### src/rtl/hazard_pkg.sv
// Shared definitions for the decode-stage hazard scoreboard:
// op-class encodings, stall-cause bit positions, latency select.
package hazard_pkg;

    typedef enum logic [1:0] {
        OP_ALU  = 2'b00,
        OP_LOAD = 2'b01,
        OP_MUL  = 2'b10,
        OP_RSVD = 2'b11
    } op_class_e;

    localparam int CAUSE_RAW    = 0;
    localparam int CAUSE_WAW    = 1;
    localparam int CAUSE_STRUCT = 2;

    // Reserved class falls back to ALU latency.
    function automatic int unsigned lat_sel(
        input op_class_e   op,
        input int unsigned alu,
        input int unsigned ld,
        input int unsigned mul
    );
        case (op)
            OP_MUL:  return mul;
            OP_LOAD: return ld;
            default: return alu;
        endcase
    endfunction

endpackage

### src/rtl/sb_countdown.sv
// Saturating down-counter with synchronous load and reset.
// Ports: i_clk, i_rst_n, i_load, i_load_val -> o_cnt.
module sb_countdown #(
    parameter int CNT_W = 3
) (
    input  logic             i_clk,
    input  logic             i_rst_n,
    input  logic             i_load,
    input  logic [CNT_W-1:0] i_load_val,
    output logic [CNT_W-1:0] o_cnt
);

    logic [CNT_W-1:0] cnt_q;
    logic [CNT_W-1:0] cnt_d;

    // Load wins over the decrement.
    always_comb begin
        cnt_d = cnt_q;
        if (i_load) begin
            cnt_d = i_load_val;
        end else if (cnt_q != '0) begin
            cnt_d = cnt_q - CNT_W'(1);
        end
    end

    always_ff @(posedge i_clk) begin
        if (!i_rst_n) begin
            cnt_q <= '0;
        end else begin
            cnt_q <= cnt_d;
        end
    end

    assign o_cnt = cnt_q;

endmodule

### src/rtl/hazard_scoreboard.sv
// Per-register countdown scoreboard: RAW/WAW/structural stall
// decision for ID, issue strobe and saturating stall counter.
// Ports: i_clk, i_rst_n, ID operand/dest/class inputs, i_flush,
// i_stat_clr -> o_stall, o_issue, o_stall_cause, o_stall_cycles.
module hazard_scoreboard #(
    parameter int NREG     = 32,
    parameter int REG_W    = 5,
    parameter int CNT_W    = 3,
    parameter int ALU_LAT  = 1,
    parameter int LOAD_LAT = 2,
    parameter int MUL_LAT  = 4,
    parameter int EX_SLACK = 1,
    parameter int ID_SLACK = 0,
    parameter int STAT_W   = 16
) (
    input  logic              i_clk,
    input  logic              i_rst_n,
    input  logic              i_id_valid,
    input  logic [REG_W-1:0]  i_rs,
    input  logic [REG_W-1:0]  i_rt,
    input  logic              i_rs_used,
    input  logic              i_rt_used,
    input  logic              i_rs_use_id,
    input  logic              i_rt_use_id,
    input  logic [REG_W-1:0]  i_rd,
    input  logic              i_rd_write,
    input  logic [1:0]        i_op_class,
    input  logic              i_flush,
    input  logic              i_stat_clr,
    output logic              o_stall,
    output logic              o_issue,
    output logic [2:0]        o_stall_cause,
    output logic [STAT_W-1:0] o_stall_cycles
);

    import hazard_pkg::*;

    localparam int LAT_MAX = (2 ** CNT_W) - 1;

    if (ALU_LAT < 1 || ALU_LAT > LAT_MAX) begin : g_bad_alu
        $error("ALU_LAT out of range for CNT_W");
    end
    if (LOAD_LAT < 1 || LOAD_LAT > LAT_MAX) begin : g_bad_load
        $error("LOAD_LAT out of range for CNT_W");
    end
    if (MUL_LAT < 1 || MUL_LAT > LAT_MAX) begin : g_bad_mul
        $error("MUL_LAT out of range for CNT_W");
    end
    if (REG_W != $clog2(NREG)) begin : g_bad_regw
        $error("REG_W must equal clog2(NREG)");
    end

    localparam logic [CNT_W-1:0] EX_SL   = CNT_W'(EX_SLACK);
    localparam logic [CNT_W-1:0] ID_SL   = CNT_W'(ID_SLACK);
    localparam logic [CNT_W-1:0] MUL_OCC = CNT_W'(MUL_LAT - 1);

    op_class_e        op;
    logic [CNT_W-1:0] lat;
    logic [CNT_W-1:0] tmr_q [NREG];
    logic [CNT_W-1:0] mul_busy_q;
    logic [STAT_W-1:0] stat_q;
    logic [STAT_W-1:0] stat_d;

    logic [CNT_W-1:0] rs_lim;
    logic [CNT_W-1:0] rt_lim;
    logic raw_rs;
    logic raw_rt;
    logic raw;
    logic waw;
    logic strh;
    logic hazard;
    logic go;
    logic rd_load;

    assign op  = op_class_e'(i_op_class);
    assign lat = CNT_W'(lat_sel(op, ALU_LAT, LOAD_LAT, MUL_LAT));

    assign rs_lim = i_rs_use_id ? ID_SL : EX_SL;
    assign rt_lim = i_rt_use_id ? ID_SL : EX_SL;

    assign raw_rs = i_rs_used && (i_rs != '0) && (tmr_q[i_rs] > rs_lim);
    assign raw_rt = i_rt_used && (i_rt != '0) && (tmr_q[i_rt] > rt_lim);
    assign raw    = raw_rs | raw_rt;

    // Equal remaining time is fine: the new write lands no earlier.
    assign waw  = i_rd_write && (i_rd != '0) && (tmr_q[i_rd] > lat);
    assign strh = (op == OP_MUL) && (mul_busy_q != '0);

    assign hazard = raw | waw | strh;

    // Reset forces the decision outputs low.
    assign go      = i_rst_n & i_id_valid & ~i_flush;
    assign o_stall = go & hazard;
    assign o_issue = go & ~hazard;

    always_comb begin
        o_stall_cause               = '0;
        o_stall_cause[CAUSE_RAW]    = o_stall & raw;
        o_stall_cause[CAUSE_WAW]    = o_stall & waw;
        o_stall_cause[CAUSE_STRUCT] = o_stall & strh;
    end

    assign rd_load = o_issue & i_rd_write & (i_rd != '0);

    assign tmr_q[0] = '0;

    for (genvar r = 1; r < NREG; r++) begin : g_tmr
        sb_countdown #(
            .CNT_W(CNT_W)
        ) u_tmr (
            .i_clk      (i_clk),
            .i_rst_n    (i_rst_n),
            .i_load     (rd_load && (i_rd == REG_W'(r))),
            .i_load_val (lat),
            .o_cnt      (tmr_q[r])
        );
    end

    sb_countdown #(
        .CNT_W(CNT_W)
    ) u_mul_busy (
        .i_clk      (i_clk),
        .i_rst_n    (i_rst_n),
        .i_load     (o_issue && (op == OP_MUL)),
        .i_load_val (MUL_OCC),
        .o_cnt      (mul_busy_q)
    );

    always_comb begin
        stat_d = stat_q;
        if (i_stat_clr) begin
            stat_d = '0;
        end else if (o_stall && (stat_q != '1)) begin
            stat_d = stat_q + STAT_W'(1);
        end
    end

    always_ff @(posedge i_clk) begin
        if (!i_rst_n) begin
            stat_q <= '0;
        end else begin
            stat_q <= stat_d;
        end
    end

    assign o_stall_cycles = stat_q;

endmodule

### config.mk
export PLATFORM = sky130hd
export DESIGN_NAME = hazard_scoreboard
export DESIGN_NICKNAME = d
export VERILOG_FILES = /design/src/rtl/hazard_pkg.sv /design/src/rtl/sb_countdown.sv /design/src/rtl/hazard_scoreboard.sv
export SDC_FILE = /design/constraint.sdc
export NUM_CORES = 1
export LEC_CHECK = 0
export ABC_AREA = 1
export BUFFER_PORTS_ARGS = -buffer_cell sky130_fd_sc_hd__buf_4
export CAP_MARGIN = 10
export CORE_UTILIZATION = 30
export CTS_BUF_LIST = sky130_fd_sc_hd__clkbuf_2
export DETAILED_ROUTE_END_ITERATION = 10
export GPL_TIMING_DRIVEN = 0
export PLACE_DENSITY = 0.51
export REMOVE_ABC_BUFFERS = 1
export SYNTH_ARGS = -nofsm -noshare
export SYNTH_HDL_FRONTEND = slang
export SYNTH_HIERARCHICAL = 1
export SYNTH_SLANG_ARGS = --single-unit
export TNS_END_PERCENT = 100
### constraint.sdc
create_clock -name i_clk -period 17.8 [get_ports i_clk]
set_clock_uncertainty 0.2 [all_clocks]
set_input_delay 5.34 -clock i_clk [delete_from_list [all_inputs] [get_ports i_clk]]
set_output_delay 5.34 -clock i_clk [all_outputs]
set_load 0.01 [all_outputs]
==> impl_metrics.py <==
metrics = {
    "clocking": {
        "cts_buffers": 9,
        "htree_num_levels": 3,
        "root_buffer": "clkbuf_2",
        "cts_resized": 0,
        "clk_path_buf_depth": 2,
        "cts.sinks": 112,
        "clk_latency_ps": 730,
        "cts_setup_buffers": 0,
        "tritoncts": "yes",
        "clkTransAtPathRegs_ps": 370,
        "hold_buffers": 0,
    },
    "setup_path": {
        "cp-start-kind": "input port",
        "r2r_setup_slack_ps": 13330,
        "worstPathArrival_ps": 9720,
        "path_class": "input port to output pin",
        "worstPathMaxFanout": 19,
        "cp-end-kind": "output pin",
        "required_ps": 12260,
    },
    "sta": {
        "setup_violations": 0,
        "relSlewSlack_pct": 22.26,
        "period_share_pct": 85.74,
        "setup_tns_ps": 0,
        "hold_violations": 0,
        "clock.fmax_mhz": 65.52,
        "rsz0062_at_grt": "false",
        "whs_ps": 300.1,
        "slew_violations": 0,
        "layout_min_cycle_time_ps": 15260,
        "tightest_slew_ps": 1166,
    },
    "global_route": {
        "grt_usage_pct": 19.40,
        "grt_pass1_vias": 9649,
        "antenna_found_initial": 1,
        "grt.overflow.total": 0,
        "grt_pass1_wl_um": 51410,
        "grt_start_max_net_pins": 98,
    },
    "die": {
        "die_h_um": 184.1,
        "num_rows": 66,
        "core_area_um2": 32620,
        "initial_utilization_pct": 30.50,
        "io_pins": 48,
        "dieArea_um2": 33900,
        "dieWidth_um": 184.1,
    },
    "placed_design": {
        "hpwl_um": 23510,
        "io_buffer_count": 47,
        "dp_cells": 2183,
        "gp_congestion": 0.8929,
    },
    "power": {
        "p_seq_share_pct": 32.3,
        "leakagePower_nw": 5.060,
        "combPwrFrac_pct": 59.3,
        "p_sw_share_pct": 52.30,
        "power.switching_uw": 768.1,
        "p_clk_share_pct": 8.4,
        "power.density_nw_per_um2": 135.2,
        "irDropWorstVdd_mv": 0.04460,
        "intPower_uw": 700.4,
    },
    "synth": {
        "ys_top_cells_by_count": "nand2_1, nor2_1, inv_1",
        "synthesis.area_um2": 9950,
        "synthMuxAreaShare_pct": 0,
        "ys_ff_latch": 112,
        "yosysMostFrequentCell": "nand2_1",
        "synthSimpleGateAreaFrac_pct": 39.65,
        "synth-compound-area-share_pct": 15.23,
        "synth-edff-count": 0,
        "synth_top_cell_by_area": "dfxtp_1",
        "yosys_most_used_dff": "dfxtp_1",
        "synth_area_leaders": "dfxtp_1, nand2_1, nor2_1",
        "synth_cells": 1719,
        "ys_warn_count": 6,
        "synth_top_family_by_area": "simple AND/OR/NAND/NOR gates",
        "ys_seq_area_share_pct": 22.54,
        "synthArstFlopShare_pct": 0,
        "netlist.area_leader.share_pct": 22.54,
        "syn_area_per_cell_um2": 5.788,
        "synth_fa_ha_area_share_pct": 9.180,
        "synth_cell_types": 50,
        "synth_xor_area_share_pct": 1.144,
    },
    "hold_path": {
        "hp-class": "flip-flop to flip-flop",
    },
    "route": {
        "drtIter0Drc": 700,
        "routed_wl_um": 32030,
        "ant_nets": 0,
        "first_pass_iters": 5,
        "viasPerCell": 4.826,
        "drc": 0,
        "wl_per_cell_um": 14.56,
        "vias": 10617,
    },
    "flow_run": {
        "cap_viol_max_count": 0,
    },
    "outcome": {
        "outcome": "finished, final reports clean",
    },
    "finish": {
        "finalNonFillerCells": 2200,
        "fin_nets": 1852,
        "drive_gt1_share_pct": 5.862,
        "area_growth_pct": 9.180,
        "fillers": 3642,
    },
}
## worst max-delay path, stage by stage
cell       delay, ps
buf_4            110
inv_1             60
nand2_1          390
clkinv_1         740
a22oi_1          380
nand2_1          150
a2111oi_0        660
a21oi_1          170
ha_1             310
nand2_1           60
nor2_1            40
a211oi_1         220
nor2_1           130
a21oi_2          180
nand3_4          260
nand2_1          130
inv_1             80
and3_1           160
buf_4            140
## state kept, by name (all words and copies together) (netlist names)
register,flops
g_tmr.u_tmr/o_cnt,93
o_stall_cycles,16
u_mul_busy/o_cnt,3
## final cells by class
class / instances / area, um^2 / share of cell area, %
multi-input combinational: 1305 / 6514 / 59.96
sequential: 112 / 2242 / 20.64
inverter: 273 / 1027 / 9.456
tap: 442 / 553.0 / 5.091
timing repair buffer: 51 / 421.7 / 3.882
clock inverter: 7 / 57.56 / 0.5298
clock buffer: 9 / 45.04 / 0.4147
antenna: 1 / 2.502 / 0.02304
## cell usage in the layout, fill, tap and decap left out, types with 7 or more instances in the layout
cell type  netlist  routed
clkbuf_2         0       9
nand3_1        143     143
nand2_1        425     425
ha_1            73      71
dfxtp_1        112     112
a22oi_1         23      23
inv_1          266     266
o21ai_0        114     114
a21oi_1         86      86
a221oi_1         9       9
xor2_1           7       7
nor2_1         324     322
nand4_1         17      17
nor3_1          10       9
nor2_2          11      13
buf_4            4      47
## final timing paths
check                                         startpoint                      end  cells past startpoint
worst max register to register  g_tmr[20].u_tmr/o_cnt[1]  g_tmr[5].u_tmr/o_cnt[2]                     18
worst min register to register         o_stall_cycles[5]        o_stall_cycles[5]                      2
worst min-delay path                   o_stall_cycles[5]        o_stall_cycles[5]                      2
worst max-delay path                             i_rd[1]         o_stall_cause[1]                     19
## cells by family after synthesis
group | after synthesis
DFF | 112
other | 2
AOI/OAI and AO/OA | 267
and+or+nand+nor | 949
xor gates and xnor gates | 13
adders and majority gates | 73
buffers and inverters | 303
## stage by stage
| stage | instance area [um^2] | setup slack [ps] | util [%] | power [mW] |
|---|---|---|---|---|
| final | 10860 | 2537 | 33.30 | 1.468 |
| after global routing | 10860 | 2329 | 33.30 | 1.661 |
| after CTS | 10860 | 2658 | 33.30 | 1.475 |
| after detailed placement | 10760 | 2667 | 32.98 | 1.345 |
| after global placement | 10670 | 2474 | 32.72 | 1.330 |
| after floorplan | 9768 | 4129 | - | 1.130 |
## power by group through the flow
stage               combinational [mW]  sequential (mW)  clock [mW]
detailed placement               0.864            0.481           0
global route                      1.03            0.489       0.140
finish                           0.871            0.475       0.123
CTS                              0.868            0.475       0.131
floorplan                        0.702            0.428           0
global placement                 0.853            0.477           0
## layer usage
layer | share of wire (%) | wire, um | vias to the layer above | global-route usage (%)
met5 | 0 | 0 | - | 0
met4 | 2.7 | 861 | 0 | 6.433
met3 | 4.6 | 1468 | 42 | 2.845
met2 | 45 | 14280 | 241 | 31.70
met1 | 48 | 15430 | 4782 | 26.00
li1 | - | - | 5552 | -
Power figures use the tool's default switching activity.
